--- src/rtl/motion_pkg.sv ---
// ---------------------------------------------------------------------------
// motion_pkg
// Purpose : shared state encoding, direction type and one-hot Motion codes
//           for the formation controller, the single-alien mover and the
//           projectile blocks.
// Contents: state_t, dir_t, MOT_* codes, motion_of(), pick_dir().
// ---------------------------------------------------------------------------
package motion_pkg;

   typedef enum logic [2:0] {
      ST_IDLE   = 3'd0,
      ST_RIGHT  = 3'd1,
      ST_LEFT   = 3'd2,
      ST_DOWN   = 3'd3,
      ST_LANDED = 3'd4
   } state_t;

   typedef enum logic {
      DIR_RIGHT = 1'b0,
      DIR_LEFT  = 1'b1
   } dir_t;

   localparam logic [2:0] MOT_NONE  = 3'b000;
   localparam logic [2:0] MOT_RIGHT = 3'b100;
   localparam logic [2:0] MOT_DOWN  = 3'b010;
   localparam logic [2:0] MOT_LEFT  = 3'b001;

   // Motion code presented while sitting in a given state.
   function automatic logic [2:0] motion_of(state_t s);
      case (s)
         ST_RIGHT: return MOT_RIGHT;
         ST_LEFT:  return MOT_LEFT;
         ST_DOWN:  return MOT_DOWN;
         default:  return MOT_NONE;
      endcase
   endfunction

   // Try the first-choice direction, then the other one, else stay idle.
   function automatic state_t pick_dir(dir_t first, logic can_left, logic can_right);
      if (first == DIR_LEFT)
         return can_left ? ST_LEFT : (can_right ? ST_RIGHT : ST_IDLE);
      else
         return can_right ? ST_RIGHT : (can_left ? ST_LEFT : ST_IDLE);
   endfunction

endpackage

--- src/rtl/zigzag_formation_ctrl_if.sv ---
// ---------------------------------------------------------------------------
// zigzag_formation_ctrl_if
// Purpose : bundles the game-tick/permission inputs and the motion outputs
//           of the formation controller.
// Signals : enable, canLeft, canRight, canDown      (towards controller)
//           Motion[2:0], step, landed, rowCount, period (from controller)
// Modports: master = controller side, slave = tick source / position regs.
// ---------------------------------------------------------------------------
interface zigzag_formation_ctrl_if #(
   parameter int PER_W = 8,
   parameter int ROW_W = 5
) ();
   logic             enable;
   logic             canLeft;
   logic             canRight;
   logic             canDown;
   logic [2:0]       Motion;
   logic             step;
   logic             landed;
   logic [ROW_W-1:0] rowCount;
   logic [PER_W-1:0] period;

   modport master (
      input  enable, canLeft, canRight, canDown,
      output Motion, step, landed, rowCount, period
   );

   modport slave (
      output enable, canLeft, canRight, canDown,
      input  Motion, step, landed, rowCount, period
   );
endinterface

--- src/rtl/zigzag_formation_ctrl_step_prescaler.sv ---
// ---------------------------------------------------------------------------
// step_prescaler
// Purpose : game-tick down-counter. Counts enabled edges and flags the edge
//           on which the counter sits at zero (a "step edge"); on that edge
//           it reloads with i_reload, otherwise it decrements.
// Ports   : clk, reset (sync, active-low), i_enable, i_reload[CNT_W-1:0],
//           o_step_edge (combinational, valid for the current edge)
// ---------------------------------------------------------------------------
module step_prescaler #(
   parameter int CNT_W = 8
) (
   input  logic             clk,
   input  logic             reset,
   input  logic             i_enable,
   input  logic [CNT_W-1:0] i_reload,
   output logic             o_step_edge
);

   logic [CNT_W-1:0] r_cnt;

   // Reset has priority, so no step edge is reported while reset is low.
   assign o_step_edge = reset && i_enable && (r_cnt == '0);

   always_ff @(posedge clk) begin
      if (!reset) begin
         r_cnt <= '0;
      end else if (i_enable) begin
         r_cnt <= (r_cnt == '0) ? i_reload : r_cnt - 1'b1;
      end
   end

endmodule

--- src/rtl/zigzag_formation_ctrl.sv ---
// ---------------------------------------------------------------------------
// zigzag_formation_ctrl
// Purpose : drives the alien formation right/left, descends DOWN_STEPS rows
//           at each wall, speeds up every SPEEDUP_ROWS completed rows and
//           latches landing when blocked while descending.
// Ports   : clk, reset (sync, active-low, 0 = reset)
//           bus (master): enable, canLeft, canRight, canDown in;
//                         Motion, step, landed, rowCount, period out
// ---------------------------------------------------------------------------
module zigzag_formation_ctrl
   import motion_pkg::*;
#(
   parameter int DOWN_STEPS   = 2,
   parameter int PERIOD_INIT  = 8,
   parameter int PERIOD_MIN   = 2,
   parameter int SPEEDUP_ROWS = 1,
   parameter int PER_W        = 8,
   parameter int ROW_W        = 5,
   parameter int START_LEFT   = 0
) (
   input logic                     clk,
   input logic                     reset,
   zigzag_formation_ctrl_if.master bus
);

   localparam int   DC_W      = (DOWN_STEPS > 1) ? $clog2(DOWN_STEPS) : 1;
   localparam int   SP_W      = (SPEEDUP_ROWS > 1) ? $clog2(SPEEDUP_ROWS) : 1;
   localparam dir_t START_DIR = (START_LEFT != 0) ? DIR_LEFT : DIR_RIGHT;

   if (DOWN_STEPS < 1 || PERIOD_MIN < 1 || PERIOD_INIT < PERIOD_MIN ||
       SPEEDUP_ROWS < 1 || PER_W < 1 || ROW_W < 1 ||
       longint'(PERIOD_INIT) >= (longint'(1) << PER_W)) begin : g_param_check
      $error("zigzag_formation_ctrl: illegal parameter combination");
   end

   state_t           r_state;
   dir_t             r_last_dir;
   logic [DC_W-1:0]  r_down_cnt;
   logic [SP_W-1:0]  r_speed_cnt;
   logic [PER_W-1:0] r_period;
   logic [ROW_W-1:0] r_row_count;
   logic [2:0]       r_motion;
   logic             r_step;
   logic             r_landed;

   logic             w_step_edge;
   logic             w_row_done;
   logic             w_speedup;
   logic [PER_W-1:0] w_period_next;
   logic [PER_W-1:0] w_reload;
   state_t           w_state_next;
   dir_t             w_dir_next;
   logic [DC_W-1:0]  w_down_next;

   // Only meaningful on a step edge; the FSM and prescaler gate on that.
   assign w_row_done = (r_state == ST_DOWN) && (r_down_cnt == '0);
   assign w_speedup  = w_row_done && (r_speed_cnt == SP_W'(SPEEDUP_ROWS - 1));

   assign w_period_next = !w_speedup ? r_period :
                          (r_period > PER_W'(PERIOD_MIN)) ? r_period - 1'b1 :
                          PER_W'(PERIOD_MIN);

   // The reload on a row-complete edge already uses the sped-up period.
   assign w_reload = w_period_next - 1'b1;

   step_prescaler #(
      .CNT_W (PER_W)
   ) u_prescaler (
      .clk         (clk),
      .reset       (reset),
      .i_enable    (bus.enable),
      .i_reload    (w_reload),
      .o_step_edge (w_step_edge)
   );

   always_comb begin
      w_state_next = r_state;
      w_dir_next   = r_last_dir;
      w_down_next  = r_down_cnt;
      case (r_state)
         ST_IDLE: begin
            w_state_next = pick_dir(START_DIR, bus.canLeft, bus.canRight);
         end
         ST_RIGHT, ST_LEFT: begin
            if ((r_state == ST_RIGHT) ? bus.canRight : bus.canLeft) begin
               w_state_next = r_state;
            end else if (bus.canDown) begin
               w_state_next = ST_DOWN;
               w_dir_next   = (r_state == ST_RIGHT) ? DIR_RIGHT : DIR_LEFT;
               w_down_next  = DC_W'(DOWN_STEPS - 1);
            end else begin
               w_state_next = ST_LANDED;
            end
         end
         ST_DOWN: begin
            if (r_down_cnt != '0) begin
               if (bus.canDown) begin
                  w_down_next = r_down_cnt - 1'b1;
               end else begin
                  w_state_next = ST_LANDED;
               end
            end else begin
               // Row complete: reverse if possible, else keep going, else wait.
               w_state_next = pick_dir((r_last_dir == DIR_RIGHT) ? DIR_LEFT : DIR_RIGHT,
                                       bus.canLeft, bus.canRight);
            end
         end
         default: begin
            w_state_next = ST_LANDED;
         end
      endcase
   end

   always_ff @(posedge clk) begin
      if (!reset) begin
         r_state     <= ST_IDLE;
         r_last_dir  <= DIR_RIGHT;
         r_down_cnt  <= '0;
         r_speed_cnt <= '0;
         r_period    <= PER_W'(PERIOD_INIT);
         r_row_count <= '0;
         r_motion    <= MOT_NONE;
         r_step      <= 1'b0;
         r_landed    <= 1'b0;
      end else begin
         r_step <= 1'b0;
         if (w_step_edge) begin
            r_state    <= w_state_next;
            r_last_dir <= w_dir_next;
            r_down_cnt <= w_down_next;
            r_period   <= w_period_next;
            r_motion   <= motion_of(w_state_next);
            r_step     <= (w_state_next == ST_RIGHT) || (w_state_next == ST_LEFT) ||
                          (w_state_next == ST_DOWN);
            r_landed   <= r_landed || (w_state_next == ST_LANDED);
            if (w_row_done) begin
               if (r_row_count != '1) begin
                  r_row_count <= r_row_count + 1'b1;
               end
               r_speed_cnt <= w_speedup ? '0 : r_speed_cnt + 1'b1;
            end
         end
      end
   end

   assign bus.Motion   = r_motion;
   assign bus.step     = r_step;
   assign bus.landed   = r_landed;
   assign bus.rowCount = r_row_count;
   assign bus.period   = r_period;

endmodule

--- src/flat_wrapper.sv ---
// flat-port wrapper written by rule: the top's interface ports become plain ports
module zigzag_formation_ctrl_flat import motion_pkg::*;
#(
   parameter int DOWN_STEPS   = 2,
   parameter int PERIOD_INIT  = 8,
   parameter int PERIOD_MIN   = 2,
   parameter int SPEEDUP_ROWS = 1,
   parameter int PER_W        = 8,
   parameter int ROW_W        = 5,
   parameter int START_LEFT   = 0
)
  (clk, reset, bus_enable, bus_canLeft, bus_canRight, bus_canDown, bus_Motion, bus_step, bus_landed, bus_rowCount, bus_period);
  zigzag_formation_ctrl_if #(.PER_W(PER_W), .ROW_W(ROW_W)) bus_i ();
  input logic clk;
  input logic reset;
  input wire logic [$bits(bus_i.enable)-1:0] bus_enable;
  input wire logic [$bits(bus_i.canLeft)-1:0] bus_canLeft;
  input wire logic [$bits(bus_i.canRight)-1:0] bus_canRight;
  input wire logic [$bits(bus_i.canDown)-1:0] bus_canDown;
  output wire logic [$bits(bus_i.Motion)-1:0] bus_Motion;
  output wire logic [$bits(bus_i.step)-1:0] bus_step;
  output wire logic [$bits(bus_i.landed)-1:0] bus_landed;
  output wire logic [$bits(bus_i.rowCount)-1:0] bus_rowCount;
  output wire logic [$bits(bus_i.period)-1:0] bus_period;
  assign bus_i.enable = bus_enable;
  assign bus_i.canLeft = bus_canLeft;
  assign bus_i.canRight = bus_canRight;
  assign bus_i.canDown = bus_canDown;
  assign bus_Motion = bus_i.Motion;
  assign bus_step = bus_i.step;
  assign bus_landed = bus_i.landed;
  assign bus_rowCount = bus_i.rowCount;
  assign bus_period = bus_i.period;
  zigzag_formation_ctrl #(.DOWN_STEPS(DOWN_STEPS), .PERIOD_INIT(PERIOD_INIT), .PERIOD_MIN(PERIOD_MIN), .SPEEDUP_ROWS(SPEEDUP_ROWS), .PER_W(PER_W), .ROW_W(ROW_W), .START_LEFT(START_LEFT)) u_core (.clk(clk), .reset(reset), .bus(bus_i));
endmodule
--- config.mk ---
export PLATFORM = sky130hd
export DESIGN_NAME = zigzag_formation_ctrl_flat
export DESIGN_NICKNAME = d
export VERILOG_FILES = /design/src/rtl/motion_pkg.sv /design/src/rtl/zigzag_formation_ctrl_if.sv /design/src/rtl/zigzag_formation_ctrl_step_prescaler.sv /design/src/rtl/zigzag_formation_ctrl.sv /design/src/flat_wrapper.sv
export SDC_FILE = /design/constraint.sdc
export NUM_CORES = 1
export LEC_CHECK = 0
export ABC_AREA = 1
export BUFFER_PORTS_ARGS = -buffer_cell sky130_fd_sc_hd__buf_4
export CORE_UTILIZATION = 56
export CTS_BUF_LIST = sky130_fd_sc_hd__clkbuf_8
export DETAILED_ROUTE_END_ITERATION = 8
export PLACE_DENSITY = 0.77
export SETUP_SLACK_MARGIN = 0.2
export SLEW_MARGIN = 10
export SYNTH_ARGS = -nofsm -noshare
export SYNTH_HDL_FRONTEND = slang
export SYNTH_SLANG_ARGS = --single-unit
--- constraint.sdc ---
create_clock -name clk -period 2.25 [get_ports clk]
set_input_delay 0.3375 -clock clk [delete_from_list [all_inputs] [get_ports clk]]
set_output_delay 0.3375 -clock clk [all_outputs]
set_load 0.02 [all_outputs]
==> run_results.csv, run 1 <==
group,metric,value,unit
sta,fin_ws,0.281,ns
routing,vias,1967,
pwr,vdd_ir_drop_max,395,uV
global_route,grt_pass1_wl,7.13,mm
final_layout,final_core_util,74.7,%
floorplan,dieArea,3660,um2
floorplan,initial_core_util,60.8,%
pwr,combPwrFrac,22.9,%
floorplan,rows,20,
sta,fmax,0.508,GHz
synthesis,syn_area,1920,um2
synthesis,netlist_instances,294,
placed_design,dp_hpwl,3.30,mm
min_path,whs_endpoint,"u_core.u_prescaler.r_cnt[1]",
worst_setup_path,cp_slowest_cell,"dfxtp_1",
floorplan,die_w,60.5,um
synthesis,synth_warnings,0,
placed_design,place_congestion,0.941,
global_route,grt_start_max_net_pins,19,
sta,holdWs,0.323,ns
final_layout,layout_commonest_cell,"nand2_1",
placed_design,post-place-ws,0.104,ns
synthesis,ys_seq_area_share,33.4,%
synthesis,synth_top_area_share,33.4,%
cts,clock_latency,0.29,ns
worst_setup_path,worst_r2r_startpoint,"u_core.u_prescaler.r_cnt[3]",
routing,detail_route.wl_per_cell,12.3,um
flow_run,cap_violations,0,
final_layout,final_cell_mix,"nand2_1, inv_1, buf_4",
routing,first_iter_violations,150,
synthesis,ys_ff_latch,32,
worst_setup_path,path_class,"reg -> reg",
cts,cts_htree_levels,2,
sta,finalHoldViolations,0,
pwr,p_clk_share,32.6,%
final_layout,num_antenna_cells,0,
floorplan,core_area,3150,um2
worst_setup_path,cp.arrival,2.14,ns
final_layout,fin_nets,339,
worst_setup_path,worstPathMaxFanout,6,
sta,setup_viol,0,
routing,detail-route-antenna-nets,0,
sta,layout_min_cycle_time,1.97,ns
worst_setup_path,crit_required,2.42,ns
min_path,hp-class,"in -> reg",
final_layout,regArea,643,um2
final_layout,area_growth,22.8,%
worst_setup_path,path_buf_inv,3,
floorplan,ios,24,
global_route,track_usage,26.8,%
pwr,power.net_switching,0.436,mW
sta,min_period_over_period,87.5,%
outcome,outcome,"complete, no violations",
cts,ctsHoldBuffers,0,
routing,remaining_drc_errors,0,
routing,vias_per_cell,5.27,
worst_setup_path,crit_family,"simple AND/OR/NAND/NOR gates",
cts,cts_tree,"done",
cts,cts_buffers,5,
worst_setup_path,cp_cell_sequence,"inv_1 -> nand2_1 -> nor3_1 -> nand2_1 -> nor2_4 -> inv_2 -> nor2_4 -> nand2_2 -> nor2_4 -> inv_2 -> o21ai_0 -> a21oi_1",
cts,clkSinkCount,32,
final_layout,nFillCells,273,
pwr,p_per_area,584,nW/um2
worst_setup_path,crit_path_frequent_cell,"nor2_4",
sta,worst_clock_skew,0.00748,ns
routing,first_pass_iters,4,
pwr,swShare,31.7,%
pwr,seq_power_share,44.5,%
worst_setup_path,worstSetupEndpointType,"register",
global_route,grt_pass1_vias,1612,
sta,setup_tns,0,ns
sta,rsz0062_at_grt,"no",
global_route,gr-total-overflow,0,
final_layout,drive_gt1_share,23.4,%
worst_setup_path,r2r_setup_slack,0.28,ns
floorplan,die_h,60.5,um
placed_design,port_buffers,23,
cts,path_clk_slew,0.07,ns
synthesis,syn_area_per_cell,6.52,um2
global_route,antenna_found_initial,0,
sta,tightest_slew,0.399,ns
worst_setup_path,start_kind,"register",
min_path,whs_path_depth,2,
worst_setup_path,path_depth,12,
worst_setup_path,rr_endpoint,"u_core.bus.rowCount[1]",
synthesis,synth_nets,305,
cts,clk_path_buf_depth,2,
pwr,p_int,0.940,mW
routing,wirelength,4.58,mm
sta,max-slew-margin-rel,73.2,%
sta,final_max_slew_viol_count,0,
worst_setup_path,critPathMaxStageDelay,0.30,ns
pwr,p_total,1.38,mW
pwr,p_leak,1.13,nW
synthesis,synth_area_leaders,"dfxtp_1, nand2_1, inv_1",
synthesis,synth_area_leader_cell,"dfxtp_1",
min_path,min-delay-start,"bus_enable",
worst_setup_path,rr_worst_depth,12,
cts,cts_root_buf,"clkbuf_8",
synthesis,synth.distinct_cells,27,
final_layout,multi_input_area,1110,um2
## flip-flops by register name (all words and copies together) (netlist names)
| register | cells |
|---|---|
| u_core.r_state | 3 |
| u_core.r_down_cnt | 1 |
| u_core.u_prescaler.r_cnt | 8 |
| u_core.bus.step | 1 |
| u_core.bus.Motion | 3 |
| u_core.r_last_dir | 1 |
| u_core.bus.period | 8 |
| u_core.bus.rowCount | 5 |
| u_core.bus.landed | 1 |
| u_core.r_speed_cnt | 1 |
## final cells by class
cell class / count / area share [%]
inverter: 55 / 9.09
clock buffer: 6 / 3.51
clock inverter: 2 / 0.319
sequential: 32 / 27.3
tap: 44 / 2.34
timing repair buffer: 32 / 10.4
multi-input combinational: 202 / 47.1
## power by group through the flow
| stage | Sequential, mW | Combinational [mW] | Clock, mW |
|---|---|---|---|
| detailed placement | 0.624 | 0.283 | 0 |
| finish | 0.612 | 0.315 | 0.449 |
| CTS | 0.611 | 0.288 | 0.458 |
| global placement | 0.623 | 0.279 | 0 |
| global route | 0.615 | 0.347 | 0.479 |
| floorplan | 0.628 | 0.200 | 0 |
## worst max-delay path by stage
stage                                start                     endpoint  slack, ns
2_1_floorplan         u_core.bus.period[0]  u_core.u_prescaler.r_cnt[4]       0.24
3_3_place_gp          u_core.bus.period[0]  u_core.u_prescaler.r_cnt[4]       0.26
3_5_place_dp          u_core.bus.period[0]  u_core.u_prescaler.r_cnt[4]       0.10
4_1_cts               u_core.bus.period[0]  u_core.u_prescaler.r_cnt[4]       0.21
5_1_grt        u_core.u_prescaler.r_cnt[3]  u_core.u_prescaler.r_cnt[4]       0.12
6_report       u_core.u_prescaler.r_cnt[3]       u_core.bus.rowCount[1]       0.28
## stage by stage
step	instance area, um2	std cells
finish	2350	373
global route	2350	373
CTS	2260	370
detailed placement	2160	361
global placement	2160	361
floorplan	1920	294
## cell usage after synthesis (all sizes together)
master / number
o211ai: 1
o22ai: 1
xor2: 1
clkbuf: 4
dfxtp: 32
buf: 1
nand2: 68
nor3: 10
nor2: 37
a31oi: 1
o31ai: 1
a211oi: 2
o21ai: 19
clkinv: 1
inv: 54
nand3: 23
a21oi: 23
o2111ai: 1
ha: 5
nand4: 9
## metal layers
layer	share of wire, %	vias to the layer above	track usage [%]
met5	0	-	0
met4	2.0	0	11.7
li1	-	1014	-
met3	6.9	12	5.12
met2	41	66	38.9
met1	50	875	38.7
## what timing repair did
item | CTS | global route
setup buffers | 1 | 3
cloned | 0 | 0
pin swaps | 0 | 11
gates resized for setup | 1 | 22
endpoints found under the setup margin | 2 | 6
## cell families (layout without fill, tap and decap cells)
logic type	after synthesis	in the layout	share of synthesized area (%)
flip-flops	32	32	33.4
buffers and inverters	60	95	12.0
AND/OR/NAND/NOR	147	147	37.2
XOR/XNOR	1	1	0.457
adder cells (fa/ha/maj)	5	5	3.26
AO/OA/AOI/OAI	49	49	13.6
Note: power is estimated with default switching activity, not from simulation.
==> run 2: changes to the inputs <==
- CORE_ASPECT_RATIO: default -> 0.75
==> run_results.csv, run 2 (synthesis gave the netlist of run 1 again) <==
group,metric,value,unit
outcome,outcome,"complete, no violations",
global_route,grt_start_max_net_pins,19,
sta,setup_viol,0,
cts,cts_tree,"done",
sta,setup_tns,0,ns
min_path,hp-class,"in -> reg",
floorplan,rows,18,
final_layout,final_cell_mix,"nand2_1, inv_1, buf_4",
routing,vias,1969,
routing,first_pass_iters,4,
sta,holdWs,0.320,ns
flow_run,cap_violations,0,
cts,clk_path_buf_depth,2,
floorplan,die_h,52.7,um
sta,rsz0062_at_grt,"yes",
sta,final_max_slew_viol_count,0,
placed_design,dp_hpwl,3.34,mm
worst_setup_path,cp.arrival,2.15,ns
final_layout,area_growth,22.5,%
pwr,vdd_ir_drop_max,454,uV
sta,worst_clock_skew,0.00473,ns
sta,max-slew-margin-rel,67.1,%
pwr,p_leak,1.14,nW
routing,vias_per_cell,5.34,
routing,wirelength,4.69,mm
global_route,track_usage,27.3,%
cts,ctsHoldBuffers,0,
floorplan,core_area,3290,um2
routing,detail_route.wl_per_cell,12.7,um
cts,clock_latency,0.29,ns
final_layout,num_antenna_cells,0,
final_layout,final_core_util,71.5,%
cts,cts_root_buf,"clkbuf_8",
sta,layout_min_cycle_time,1.96,ns
floorplan,die_w,69.6,um
routing,first_iter_violations,161,
floorplan,ios,24,
floorplan,initial_core_util,58.3,%
worst_setup_path,worstSetupEndpointType,"register",
routing,detail-route-antenna-nets,0,
worst_setup_path,crit_required,2.44,ns
cts,path_clk_slew,0.07,ns
final_layout,drive_gt1_share,22.8,%
pwr,p_total,1.46,mW
sta,fmax,0.509,GHz
cts,cts_htree_levels,2,
final_layout,fin_nets,339,
global_route,antenna_found_initial,0,
worst_setup_path,path_class,"reg -> reg",
final_layout,nFillCells,277,
sta,tightest_slew,0.489,ns
routing,remaining_drc_errors,0,
sta,min_period_over_period,87.3,%
placed_design,place_congestion,0.926,
global_route,gr-total-overflow,0,
placed_design,port_buffers,23,
sta,finalHoldViolations,0,
global_route,grt_pass1_wl,7.67,mm
floorplan,dieArea,3670,um2
final_layout,layout_commonest_cell,"nand2_1",
pwr,p_per_area,623,nW/um2
worst_setup_path,start_kind,"register",
worst_setup_path,worstPathMaxFanout,6,
global_route,grt_pass1_vias,1756,
cts,clkSinkCount,32,
cts,cts_buffers,5,
==> run 2: worst max-delay path, stage by stage, from the launching register on <==
cell	delay (ns)
dfxtp_2	0.33
inv_2	0.10
ha_4	0.13
nor2_1	0.04
nor2_1	0.15
nand2_2	0.11
buf_6	0.15
nand3_2	0.07
nand2_2	0.07
nand2_1	0.08
nand2_2	0.10
nor3_4	0.26
nand4_1	0.14
nand2_1	0.09
nor2_1	0.04
==> run 2: repair_timing <==
action | CTS | global route
setup buffers | 1 | 4
gates cloned | 0 | 0
endpoints found under the setup margin | 2 | 8
gates resized for setup | 2 | 16
pin swaps | 0 | 12
==> run 2: metal layers <==
metal | wire, um | vias up | global-route usage [%]
li1 | - | 1022 | -
met1 | 2260 | 863 | 38.0
met2 | 1980 | 73 | 39.8
met3 | 356 | 11 | 6.73
met4 | 89 | 0 | 12.2
met5 | 0 | - | 0
==> run 2: metrics by stage <==
step | cells | cell area [um2] | worst slack, ns
after floorplan | 294 | 1920 | 0.240
after global placement | 356 | 2150 | 0.264
after detailed placement | 356 | 2150 | 0.115
after CTS | 365 | 2270 | 0.197
after global routing | 369 | 2350 | 0.180
final | 369 | 2350 | 0.285
==> run 2: worst paths after layout <==
check,depth (start not counted),endpoint,slack [ns],start
hold reg to reg,2,u_core.r_speed_cnt,0.46,u_core.r_speed_cnt
setup / recovery,14,u_core.u_prescaler.r_cnt[7],0.29,u_core.bus.period[0]
hold / removal,2,u_core.u_prescaler.r_cnt[6],0.32,bus_enable
setup reg to reg,14,u_core.u_prescaler.r_cnt[7],0.29,u_core.bus.period[0]
==> run 2: final cells by class <==
class / instances / area, um2 / area share, %
repair buffers: 32 / 244 / 10.4
multi-input cells: 202 / 1090 / 46.5
clock buffers: 5 / 68.8 / 2.93
inverters: 55 / 211 / 9.00
clock inverters: 3 / 38.8 / 1.65
flip-flops and latches: 32 / 644 / 27.4
well taps: 40 / 50.0 / 2.13
==> run 2: power breakdown <==
part           internal (mW)  leakage, nW  total [mW]  switching [mW]
Sequential             0.592        0.261       0.609          0.0171
Clock                  0.324       0.0593       0.547           0.223
Combinational          0.106        0.815       0.308           0.202
==> run 3: changes to the inputs <==
- CORE_UTILIZATION: 56 -> 54
- GPL_ROUTABILITY_DRIVEN: default -> 0
- PLACE_DENSITY: 0.77 -> 0.78
- clock period: 2.25 -> 1.8 ns (I/O delays scaled with it)
==> run_results.csv, run 3 (synthesis gave the netlist of run 1 again) <==
group,metric,value,unit
cts,cts_root_buf,"clkbuf_8",
sta,min_period_over_period,108,%
worst_setup_path,rr_worst_depth,17,
min_path,whs_endpoint,"u_core.u_prescaler.r_cnt[6]",
sta,layout_min_cycle_time,1.94,ns
final_layout,final_core_util,82.1,%
placed_design,dp_cells,373,
sta,fmax,0.516,GHz
floorplan,core_area,3330,um2
cts,clk_path_buf_depth,2,
global_route,grt_pass1_vias,1891,
floorplan,die_h,53.6,um
worst_setup_path,start_kind,"register",
global_route,track_usage,29.9,%
placed_design,dp_hpwl,3.65,mm
sta,final_max_slew_viol_count,0,
routing,wirelength,5.80,mm
worst_setup_path,cp.arrival,2.17,ns
sta,tightest_slew,0.294,ns
floorplan,die_w,70.8,um
cts,ctsHoldBuffers,0,
routing,first_pass_iters,7,
final_layout,layout_commonest_cell,"buf_4",
pwr,p_leak,1.29,nW
cts,clock_latency,0.31,ns
floorplan,rows,18,
floorplan,initial_core_util,57.5,%
final_layout,area_growth,42.7,%
cts,cts_tree,"done",
placed_design,place_area,2320,um2
routing,vias,2228,
floorplan,ios,24,
routing,remaining_drc_errors,0,
min_path,whs_path_depth,2,
cts,cts_htree_levels,2,
routing,detail-route-antenna-nets,0,
pwr,p_per_area,676,nW/um2
placed_design,port_buffers,23,
worst_setup_path,crit_required,2.03,ns
final_layout,final_cell_mix,"buf_4, nand2_1, inv_1",
final_layout,num_antenna_cells,0,
outcome,violations,"setup timing",
global_route,gr-total-overflow,0,
sta,finalHoldViolations,0,
worst_setup_path,worst_r2r_startpoint,"u_core.bus.period[0]",
sta,setup_tns,-0.321,ns
global_route,grt_pass1_wl,8.55,mm
final_layout,nFillCells,212,
worst_setup_path,r2r_setup_slack,-0.14,ns
global_route,grt_start_max_net_pins,19,
cts,clkSinkCount,32,
min_path,min-delay-start,"bus_enable",
routing,first_iter_violations,184,
worst_setup_path,worstPathMaxFanout,6,
final_layout,fin_cells,395,
pwr,vdd_ir_drop_max,647,uV
flow_run,cap_violations,0,
final_layout,finish.instance_area,2740,um2
sta,setup_viol,5,
worst_setup_path,worstSetupEndpointType,"register",
min_path,hp-class,"in -> reg",
routing,vias_per_cell,5.64,
sta,rsz0062_at_grt,"yes",
worst_setup_path,rr_endpoint,"u_core.u_prescaler.r_cnt[6]",
worst_setup_path,path_class,"reg -> reg",
worst_setup_path,setup.worst_path.start,"u_core.bus.period[0]",
floorplan,dieArea,3800,um2
final_layout,fin_nets,365,
sta,holdWs,0.240,ns
final_layout,drive_gt1_share,42.0,%
cts,cts_buffers,5,
global_route,antenna_found_initial,0,
outcome,outcome,"finished, violations left",
cts,path_clk_slew,0.08,ns
sta,worst_clock_skew,0.0113,ns
sta,fin_ws,-0.136,ns
routing,detail_route.wl_per_cell,14.7,um
sta,max-slew-margin-rel,80.3,%
run 3: cell count changes in the layout (fill, tap and decap cells not counted), moves of 6 or more:
| cell | change |
|---|---|
| nand2_1 | -7 |
| o21ai_0 | -6 |
| buf_4 | +22 |
| nor2_1 | -7 |
| dfxtp_1 | -7 |
| inv_1 | -12 |
| nand2_2 | +6 |
run 3: critical path: stages, from the launching register on:
cell and delay [ns]:
dfxtp_4 0.36, inv_6 0.08, ha_4 0.12, nor2_2 0.03, nor2_1 0.13, nand2_2 0.13, nand2_1 0.11, nand2_2 0.07
nand3_2 0.08, nand2_2 0.06, inv_2 0.06, ha_4 0.13, inv_4 0.04, nor2_4 0.13, nand3_2 0.10, nand2_1 0.07
nand2_1 0.05, a21oi_2 0.11
run 3: timing repair:
action                     CTS  global route
pin swaps                    9            15
resized for setup           11            65
buffers inserted             7             7
setup endpoints to repair   17            27
run 3: per-stage QoR:
step	total power, mW	worst slack, ns
floorplan	1.04	0.0477
global placement	1.16	0.0114
detailed placement	1.17	-0.0552
CTS	1.77	-0.0425
global route	1.93	-0.269
finish	1.85	-0.136
run 3: layout make-up:
cell class / count / area (um2) / area share, %
clock inverter: 3 / 23.8 / 0.869
clock buffer: 5 / 68.8 / 2.51
inverter: 55 / 234 / 8.55
multi-input combinational: 202 / 1240 / 45.2
tap: 40 / 50.0 / 1.83
timing repair buffer: 58 / 463 / 16.9
sequential: 32 / 661 / 24.1
run 3: worst max-delay path by stage:
stage | end | slack, ns | cells past startpoint
6_report | u_core.u_prescaler.r_cnt[6] | -0.14 | 17
5_1_grt | u_core.u_prescaler.r_cnt[6] | -0.27 | 17
4_1_cts | u_core.u_prescaler.r_cnt[6] | -0.04 | 17
3_5_place_dp | u_core.u_prescaler.r_cnt[6] | -0.06 | 17
3_3_place_gp | u_core.u_prescaler.r_cnt[7] | 0.01 | 14
2_1_floorplan | u_core.u_prescaler.r_cnt[6] | 0.05 | 17
run 3: per-layer routing:
| layer | GRT usage, % | vias up | wire, um |
|---|---|---|---|
| li1 | - | 1064 | - |
| met1 | 39.6 | 1036 | 2640 |
| met2 | 48.2 | 114 | 2610 |
| met3 | 8.80 | 14 | 462 |
| met4 | 8.33 | 0 | 90 |
| met5 | 0 | - | 0 |
run 3: report_power, final:
part / internal (mW) / switching (mW)
combinational: 0.184 / 0.306
clock: 0.274 / 0.323
sequential: 0.737 / 0.0259
total: 1.19 / 0.654
